==> config.mk <==
export PLATFORM = sky130hd
export DESIGN_NAME = mux_burst_arbiter_flat
export DESIGN_NICKNAME = d
export VERILOG_FILES = /design/src/rtl/mux_burst_arbiter_if.sv /design/src/rtl/mux_burst_arbiter.sv /design/src/flat_wrapper.sv
export SDC_FILE = /design/constraint.sdc
export NUM_CORES = 1
export LEC_CHECK = 0
export BUFFER_PORTS_ARGS = -buffer_cell sky130_fd_sc_hd__buf_2
export CAP_MARGIN = 25
export CORE_ASPECT_RATIO = 1.1
export CORE_MARGIN = 10
export CORE_UTILIZATION = 45
export CTS_BUF_LIST = sky130_fd_sc_hd__clkbuf_4 sky130_fd_sc_hd__clkbuf_8
export CTS_CLUSTER_DIAMETER = 80
export CTS_CLUSTER_SIZE = 20
export DETAILED_ROUTE_END_ITERATION = 12
export GPL_TIMING_DRIVEN = 0
export MAX_ROUTING_LAYER = met4
export PLACE_DENSITY = 0.75
export SYNTH_ARGS = -nofsm -noshare
export SYNTH_HDL_FRONTEND = slang
export SYNTH_SLANG_ARGS = --single-unit
==> constraint.sdc <==
create_clock -name clk -period 4.5 [get_ports clk]
set_clock_uncertainty 0.2 [all_clocks]
set_input_delay 0.225 -clock clk [delete_from_list [all_inputs] [get_ports clk]]
set_output_delay 0.225 -clock clk [all_outputs]
set_load 0.03 [all_outputs]
==> src/rtl/mux_burst_arbiter_if.sv <==
// Bus bundle between the requester side and the burst arbiter.
// The master side drives requests, words and back-pressure; the slave side returns the muxed beat.
interface mux_burst_arbiter_if #(
  parameter int unsigned NUM_REQ = 4,
  parameter int unsigned DATA_W  = 7
);
  localparam int unsigned ID_W = $clog2(NUM_REQ);

  logic [NUM_REQ-1:0]        req;
  logic [NUM_REQ*DATA_W-1:0] data_in;
  logic                      out_ready;
  logic [NUM_REQ-1:0]        gnt;
  logic [DATA_W-1:0]         out_data;
  logic                      out_valid;
  logic [ID_W-1:0]           active_id;
  logic                      busy;

  modport master (
    output req, data_in, out_ready,
    input  gnt, out_data, out_valid, active_id, busy
  );

  modport slave (
    input  req, data_in, out_ready,
    output gnt, out_data, out_valid, active_id, busy
  );
endinterface

==> src/rtl/mux_burst_arbiter.sv <==
// Round-robin burst arbiter driving a shared registered output mux.
// One owner at a time forwards up to MAX_BURST beats, then priority rotates past it.
module mux_burst_arbiter #(
  parameter int unsigned NUM_REQ   = 4,
  parameter int unsigned DATA_W    = 7,
  parameter int unsigned MAX_BURST = 8
) (
  input  logic               clk,
  input  logic               rst,
  mux_burst_arbiter_if.slave bus
);

  localparam int unsigned ID_W  = $clog2(NUM_REQ);
  localparam int unsigned CNT_W = $clog2(MAX_BURST + 1);

  typedef enum logic [1:0] {
    ST_IDLE,
    ST_GRANT,
    ST_TURN
  } state_t;

  state_t              r_state;
  logic [NUM_REQ-1:0]  r_gnt;
  logic [DATA_W-1:0]   r_out_data;
  logic                r_out_valid;
  logic [ID_W-1:0]     r_active_id;
  logic                r_busy;
  logic [ID_W-1:0]     r_rr_ptr;
  logic [CNT_W-1:0]    r_burst_cnt;

  state_t              w_state_nxt;
  logic [NUM_REQ-1:0]  w_gnt_nxt;
  logic [DATA_W-1:0]   w_out_data_nxt;
  logic                w_out_valid_nxt;
  logic [ID_W-1:0]     w_active_id_nxt;
  logic [ID_W-1:0]     w_rr_ptr_nxt;
  logic [CNT_W-1:0]    w_burst_cnt_nxt;

  logic [DATA_W-1:0]   w_words [NUM_REQ];
  logic [ID_W-1:0]     w_pick;
  logic [NUM_REQ-1:0]  w_pick_onehot;
  logic [ID_W-1:0]     w_ptr_inc;
  logic                w_owner_req;
  logic                w_beat;
  logic                w_last_beat;

  // First set request bit at or after ptr, wrapping; lowest offset wins.
  function automatic logic [ID_W-1:0] f_pick(input logic [NUM_REQ-1:0] req_vec,
                                             input logic [ID_W-1:0]    ptr);
    logic [ID_W-1:0] pick;
    int unsigned     idx;
    pick = '0;
    for (int unsigned k = 0; k < NUM_REQ; k++) begin
      idx = 32'(ptr) + (NUM_REQ - 1 - k);
      if (idx >= NUM_REQ) idx = idx - NUM_REQ;
      if (req_vec[ID_W'(idx)]) pick = ID_W'(idx);
    end
    return pick;
  endfunction

  for (genvar gi = 0; gi < NUM_REQ; gi++) begin : g_words
    assign w_words[gi] = bus.data_in[gi*DATA_W +: DATA_W];
  end

  assign w_pick        = f_pick(bus.req, r_rr_ptr);
  assign w_pick_onehot = NUM_REQ'(1) << w_pick;
  assign w_ptr_inc     = (r_active_id == ID_W'(NUM_REQ - 1)) ? '0 : r_active_id + ID_W'(1);
  assign w_owner_req   = bus.req[r_active_id];
  assign w_beat        = w_owner_req & bus.out_ready;
  assign w_last_beat   = (r_burst_cnt == CNT_W'(MAX_BURST - 1));

  always_ff @(posedge clk or posedge rst) begin
    if (rst) begin
      r_state     <= ST_IDLE;
      r_gnt       <= '0;
      r_out_data  <= '0;
      r_out_valid <= 1'b0;
      r_active_id <= '0;
      r_busy      <= 1'b0;
      r_rr_ptr    <= '0;
      r_burst_cnt <= '0;
    end else begin
      r_state     <= w_state_nxt;
      r_gnt       <= w_gnt_nxt;
      r_out_data  <= w_out_data_nxt;
      r_out_valid <= w_out_valid_nxt;
      r_active_id <= w_active_id_nxt;
      r_busy      <= (w_state_nxt != ST_IDLE);
      r_rr_ptr    <= w_rr_ptr_nxt;
      r_burst_cnt <= w_burst_cnt_nxt;
    end
  end

  always_comb begin
    w_state_nxt     = r_state;
    w_gnt_nxt       = r_gnt;
    w_out_data_nxt  = r_out_data;
    w_out_valid_nxt = 1'b0;
    w_active_id_nxt = r_active_id;
    w_rr_ptr_nxt    = r_rr_ptr;
    w_burst_cnt_nxt = r_burst_cnt;

    unique case (r_state)
      ST_IDLE: begin
        if (|bus.req) begin
          w_state_nxt     = ST_GRANT;
          w_gnt_nxt       = w_pick_onehot;
          w_active_id_nxt = w_pick;
          w_burst_cnt_nxt = '0;
        end
      end

      ST_GRANT: begin
        // Owner dropping its request ends the burst without a beat.
        if (!w_owner_req) begin
          w_state_nxt  = ST_TURN;
          w_gnt_nxt    = '0;
          w_rr_ptr_nxt = w_ptr_inc;
        end else if (w_beat) begin
          w_out_data_nxt  = w_words[r_active_id];
          w_out_valid_nxt = 1'b1;
          w_burst_cnt_nxt = r_burst_cnt + CNT_W'(1);
          if (w_last_beat) begin
            w_state_nxt  = ST_TURN;
            w_gnt_nxt    = '0;
            w_rr_ptr_nxt = w_ptr_inc;
          end
        end
      end

      ST_TURN: begin
        w_state_nxt = ST_IDLE;
        w_gnt_nxt   = '0;
      end

      default: begin
        w_state_nxt = ST_IDLE;
        w_gnt_nxt   = '0;
      end
    endcase
  end

  assign bus.gnt       = r_gnt;
  assign bus.out_data  = r_out_data;
  assign bus.out_valid = r_out_valid;
  assign bus.active_id = r_active_id;
  assign bus.busy      = r_busy;

  // Grant encoding invariants.
  a_gnt_onehot0: assert property (@(posedge clk) disable iff (rst) $onehot0(r_gnt));
  a_gnt_in_grant: assert property (@(posedge clk) disable iff (rst)
                                   (r_gnt != '0) |-> (r_state == ST_GRANT));

endmodule

==> src/flat_wrapper.sv <==
// flat-port wrapper written by rule: the top's interface ports become plain ports
module mux_burst_arbiter_flat 
#(
  parameter int unsigned NUM_REQ   = 4,
  parameter int unsigned DATA_W    = 7,
  parameter int unsigned MAX_BURST = 8
)
  (clk, rst, bus_req, bus_data_in, bus_out_ready, bus_gnt, bus_out_data, bus_out_valid, bus_active_id, bus_busy);
  mux_burst_arbiter_if #(.NUM_REQ(NUM_REQ), .DATA_W(DATA_W)) bus_i ();
  input  logic clk;
  input  logic rst;
  input wire logic [$bits(bus_i.req)-1:0] bus_req;
  input wire logic [$bits(bus_i.data_in)-1:0] bus_data_in;
  input wire logic [$bits(bus_i.out_ready)-1:0] bus_out_ready;
  output wire logic [$bits(bus_i.gnt)-1:0] bus_gnt;
  output wire logic [$bits(bus_i.out_data)-1:0] bus_out_data;
  output wire logic [$bits(bus_i.out_valid)-1:0] bus_out_valid;
  output wire logic [$bits(bus_i.active_id)-1:0] bus_active_id;
  output wire logic [$bits(bus_i.busy)-1:0] bus_busy;
  assign bus_i.req = bus_req;
  assign bus_i.data_in = bus_data_in;
  assign bus_i.out_ready = bus_out_ready;
  assign bus_gnt = bus_i.gnt;
  assign bus_out_data = bus_i.out_data;
  assign bus_out_valid = bus_i.out_valid;
  assign bus_active_id = bus_i.active_id;
  assign bus_busy = bus_i.busy;
  mux_burst_arbiter #(.NUM_REQ(NUM_REQ), .DATA_W(DATA_W), .MAX_BURST(MAX_BURST)) u_core (.clk(clk), .rst(rst), .bus(bus_i));
endmodule
# Word level (Yosys, flattened, before mapping)
# Index checks and enable logic that the tools add are counted.
[classes]
n_addsub = 9
magnitude_cmp = 10
n_eq_ne = 10
shift = 1
mux = 42
bitwise_logic = 2
reduce_logical = 9
[ops]
columns = ["cell", "n"]
rows = [
  ["two-way mux 2 bit", 16],
  ["two-way mux 4 bit", 7],
  ["case mux 4 bit (2 select lines)", 2],
  ["less-than comparator 2 x 3 -> 1 bit (second input constant)", 5],
  ["binary-select mux 7 bit (select 2 bit)", 1],
  ["two-way mux 7 bit", 2],
  ["greater-or-equal comparator 3 bit (second input constant)", 4],
  ["binary-select mux 1 bit (select 2 bit)", 5],
  ["AND reduction 3 bit", 3],
  ["two-way mux 1 bit", 8],
  ["subtractor 2 x 1 -> 2 bit (second input constant)", 4],
  ["adder 2 x 2 -> 3 bit (second input constant)", 2],
  ["!= test 2 x 1 -> 1 bit (second input constant)", 3],
  ["!= test 3 bit (second input constant)", 2],
  ["adder 4 x 1 -> 4 bit (second input constant)", 1],
  ["== test 4 x 3 -> 1 bit (second input constant)", 1],
  ["!= test 2 bit (second input constant)", 2],
  ["case mux 2 bit (2 select lines)", 1],
  ["AND reduction 4 bit", 1],
  ["nonzero test 2 bit", 2],
  ["OR reduction 4 bit", 1],
  ["left shift 1 x 2 -> 4 bit (first input constant)", 1],
  ["adder 2 x 1 -> 3 bit (second input constant)", 1],
  ["greater-or-equal comparator 2 x 3 -> 1 bit (second input constant)", 1],
  ["7 further kinds", 7],
]
[totals]
register_bits = 23
input_bits = 35
output_inout_bits = 15
wordCells = 91

# Depth between registers and ports, before layout
[logic_depth]
ltp_word = 12
mapped_depth = 6
mapped_depth_nobuf = 5

# Worst setup path after synthesis
# Ideal clock, no wire load.
[synth_path]
kind = "register to register"
from = "reg u_core.r_active_id[0], in the netlist u_core.bus.active_id[0]"
to = "reg u_core.r_out_data[0], in the netlist u_core.bus.out_data[0]"
t_arrival_ns = 1.863
path_slack_ns = 2.312
stages_incl_launch_ff = 6
path_buffers = 2
path_cell_list = "dfrtp_1 > buf_6 > mux4_2 > nand3_4 > buf_12 > mux2_2"
[synth_via]
elab_chain_len = 4
word_cells_on_any_way = 8
classes_between = "5 x mux; 2 x bitwise; 1 x reduce/logical"
[synth_rtl]
columns = ["element", "line_no", "rtl"]
rows = [
  ["start: declaration", "mux_burst_arbiter.sv:26", "logic [ID_W-1:0] r_active_id;"],
  ["start signal: assignment", "mux_burst_arbiter.sv:87", "r_active_id <= w_active_id_nxt;"],
  ["binary-select mux 1 bit (select 2 bit) or inverter 2 -> 3 bit (tied branches)", "mux_burst_arbiter.sv:68, mux_burst_arbiter.sv:120", ""],
  ["two-way mux 1 bit (not written as such) or binary-select mux 7 bit (select 2 bit) (tied branches)", "mux_burst_arbiter.sv:68, mux_burst_arbiter.sv:120", ""],
  ["AND 1 bit or two-way mux 7 bit (tied branches)", "mux_burst_arbiter.sv:69, mux_burst_arbiter.sv:120", ""],
  ["AND reduction 3 bit (no line) or two-way mux 7 bit (tied branches)", "--", ""],
  ["end signal: assignment", "mux_burst_arbiter.sv:85", "r_out_data <= w_out_data_nxt;"],
  ["end: declaration", "mux_burst_arbiter.sv:24", "logic [DATA_W-1:0] r_out_data;"],
]
# Parallel ways exist; a longest one is shown, timed or not. The select of a mux whose other input is x is not followed.
# A chain may end at the register's enable or synchronous reset.

# Worst setup path after layout
[layout_path]
from = "reg u_core.r_active_id[0], in the netlist u_core.bus.active_id[0]"
to = "reg u_core.r_out_data[6], in the netlist u_core.bus.out_data[6]"
# Same word-level chain as after synthesis.

==> run_results.csv <==
group,metric,value,unit
global_route,grt_pass1_vias,1062,
route,drc,0,
worst_setup_path,path_buf_inv,2,
synth,synth_edf_count,0,
job,maxCapViolations,0,
hold_path,holdPathEnd,"u_core.bus.gnt[1]$_DFFE_PP0P_",
clock_tree,cts_resized,0,
route,dr.first_iter.drc_count,40,
power_and_ir_drop,cellInternalPower,560,uW
clock_tree,post_cts_buffers,0,
hold_path,min-delay-start,"bus_req[3]",
synth,yosysMostFrequentCell,"dfrtp_1",
worst_setup_path,crit_path_max_incr_delay,0.57,ns
sta,timing.final.max_slew_violations,0,
sta,tightestPinTransition,0.856,ns
power_and_ir_drop,seqPwrFrac,34.6,%
power_and_ir_drop,clkPwrFrac,9.4,%
route,num_vias,979,
clock_tree,clock_path_buffers,2,
synth,synth.distinct_cells,34,
floorplanning,io_pins,50,
route,finalWirelength,2.99,mm
clock_tree,cts_tree,"yes",
power_and_ir_drop,p_per_area,639,nW/um2
synth,ys_top_cells_by_area,"dfrtp_1, mux4_2, mux2_2, mux4_1, o2bb2ai_1",
finish,area_delta_synth_final,25.8,%
power_and_ir_drop,combinationalPowerShare,56.1,%
synth,ys_async_sr_fraction,100,%
route,wire_per_inst,16.5,um
worst_setup_path,r2r_slack,2.39,ns
synth,synth.net_count,133,
clock_tree,cts_root_buf,"clkbuf_4",
floorplanning,rows,19,
synth,synth_top_area_share,46.2,%
worst_setup_path,crit_chain,"buf_6 -> mux4_2 -> nand3_4 -> buf_12 -> mux2_2",
sta,period_share,46.9,%
synth,ys_seq_elements,23,
worst_setup_path,worstSetupPathType,"flip-flop to flip-flop",
route,post_drt_via_cell_ratio,5.41,
floorplanning,die_area,5270,um2
sta,final_hold_viol_count,0,
sta,clock.fmax,473,MHz
worst_setup_path,rr_worst_depth,5,
finish,layout-drive-gt1-share,48.0,%
sta,fin_crit,2.11,ns
worst_setup_path,endpoint_kind,"flip-flop",
hold_path,hold_depth,3,
synth,synthTopCellsByCount,"dfrtp_1, mux2_2, nand2_1",
power_and_ir_drop,peakVddDrop,0.359,mV
clock_tree,htreeDepth,1,
route,ant_nets,0,
floorplanning,dieWidth,70.2,um
hold_path,hp-class,"input port to flip-flop",
sta,slew_headroom,42.9,%
global_route,antenna_found_initial,0,
status,status,"finished, final reports clean",
sta,setup_violations,0,
power_and_ir_drop,leakagePower,0.000778,uW
synth,syn_avg_cell_area,13.0,um2
placement,place_congestion,0.870,
placement,placed_cell_area,1530,um2
finish,fin_nets,188,
placement,port_buffers,49,
sta,setup_tns,0,ns
power_and_ir_drop,p_sw_share,44.0,%
synth,netlist_instances,96,
global_route,grt_pass1_wl,4.80,mm
worst_setup_path,crit_path_top_delay_cell,"mux4_2",
synth,ys.flop_type,"dfrtp_1",
worst_setup_path,startpoint_type,"flip-flop",
power_and_ir_drop,switchingPower,440,uW
floorplanning,core-area,2570,um2
route,dr.pass1.iters,5,
synth,yosys_warnings,0,
finish,diodes,0,
sta,rsz0062_at_grt,"false",
worst_setup_path,required,4.50,ns
placement,dpl.hpwl,2.50,mm
clock_tree,cts_sinks,23,
global_route,overflow,0,
worst_setup_path,path_delay_family,"multiplexers",
power_and_ir_drop,totalPowerFinal,1000,uW
worst_setup_path,critPathArrivalTime,2.12,ns
synth,synth_area,1240,um2
finish,stdcell_area,1570,um2
global_route,grt_max_degree,24,
clock_tree,numCtsBuffers,3,
clock_tree,postCtsHoldBufs,1,
worst_setup_path,path_max_fanout,10,
floorplanning,start_util,48.5,%
worst_setup_path,reg2reg_from,"u_core.bus.active_id[0]$_DFFE_PP0P_",
global_route,grt_usage,11.3,%
synth,synth_top_area_cell,"dfrtp_1",
clock_tree,clk_pin_slew,0.13,ns
synth,yosysSeqAreaShare,46.2,%
worst_setup_path,r2r-end,"u_core.bus.out_data[6]$_DFFE_PP0P_",
clock_tree,clock_latency,0.30,ns
floorplanning,die_y,75.2,um
[worst max-delay path by stage]
stage                                   startpoint                            endpoint  slack [ns]  cells past startpoint
4_1_cts        u_core.bus.active_id[0]$_DFFE_PP0P_  u_core.bus.out_data[1]$_DFFE_PP0P_        2.37                      5
3_3_place_gp   u_core.bus.active_id[0]$_DFFE_PP0P_  u_core.bus.out_data[1]$_DFFE_PP0P_        2.42                      5
5_1_grt        u_core.bus.active_id[0]$_DFFE_PP0P_  u_core.bus.out_data[2]$_DFFE_PP0P_        2.32                      5
2_1_floorplan  u_core.bus.active_id[0]$_DFFE_PP0P_  u_core.bus.out_data[0]$_DFFE_PP0P_        2.31                      5
6_report       u_core.bus.active_id[0]$_DFFE_PP0P_  u_core.bus.out_data[6]$_DFFE_PP0P_        2.39                      5
3_5_place_dp   u_core.bus.active_id[0]$_DFFE_PP0P_  u_core.bus.out_data[6]$_DFFE_PP0P_        2.40                      5
[flip-flops by register name, summed over array words and instances (netlist names)]
signal	count
u_core.r_rr_ptr	2
u_core.bus.out_valid	1
u_core.bus.active_id	2
u_core.r_state	2
u_core.r_burst_cnt	4
u_core.bus.busy	1
u_core.bus.out_data	7
u_core.bus.gnt	4
[tightest hold or removal path, cell delays in order]
cell and delay [ns]:
buf_2 0.13, o21a_1 0.15, o2bb2ai_1 0.07
[routing by layer]
layer | vias to the layer above | part of all wire (%) | global-route usage (%)
met2 | 28 | 56 | 21.2
met4 | 0 | 0.43 | 2.63
met1 | 474 | 40 | 11.8
li1 | 475 | - | -
met5 | - | 0 | -
met3 | 2 | 3.4 | 2.63
[placed cells by master (no fill, tap or decap), drive strengths merged, types with 2 or more instances in the layout]
cell,Yosys,layout
buf,2,51
dfrtp,23,23
mux2,8,8
mux4,8,8
nand2,7,7
inv,5,5
o21ai,5,5
nor2,4,4
o2bb2ai,4,4
clkbuf,1,4
nand3,3,3
nor3,2,2
nor2b,2,2
nand2b,2,2
o21a,2,2
o21bai,2,2
a22o,2,2
ha,2,2
a21oi,2,2
[power by group through the flow]
stage | registers, uW | logic, uW | clock network, uW
6_report | 346 | 561 | 93.7
5_1_grt | 356 | 611 | 108
4_1_cts | 346 | 568 | 98.7
3_5_place_dp | 350 | 567 | 0
3_3_place_gp | 345 | 552 | 0
2_1_floorplan | 463 | 302 | 0
[cells by family after synthesis]
logic type / share of synthesized area [%]
AO/OA/AOI/OAI: 12.5
adder cells (fa/ha/maj): 2.01
buffers and inverters: 4.42
flip-flops: 46.2
multiplexers: 23.4
AND/OR/NAND/NOR: 11.5
[per-stage QoR]
stage               hold slack [ns]  utilization (%)  setup WS [ns]  std cells
floorplan                    0.0269                -           2.31         96
global placement              0.244             59.6           2.42        176
detailed placement            0.254             59.6           2.40        176
CTS                          0.0882             61.0           2.37        181
global route                 0.0903             61.0           2.32        181
finish                        0.107             61.0           2.39        181
[layout make-up]
class	instances	area, um2
clock inverter	1	5.00
timing repair buffer	50	255
buffer	3	36.3
inverter	5	18.8
tap	31	38.8
multi-input combinational	65	614
sequential	23	576
fill	224	1000
clock buffer	3	22.5
No activity file was read; power rests on OpenSTA's default activity.
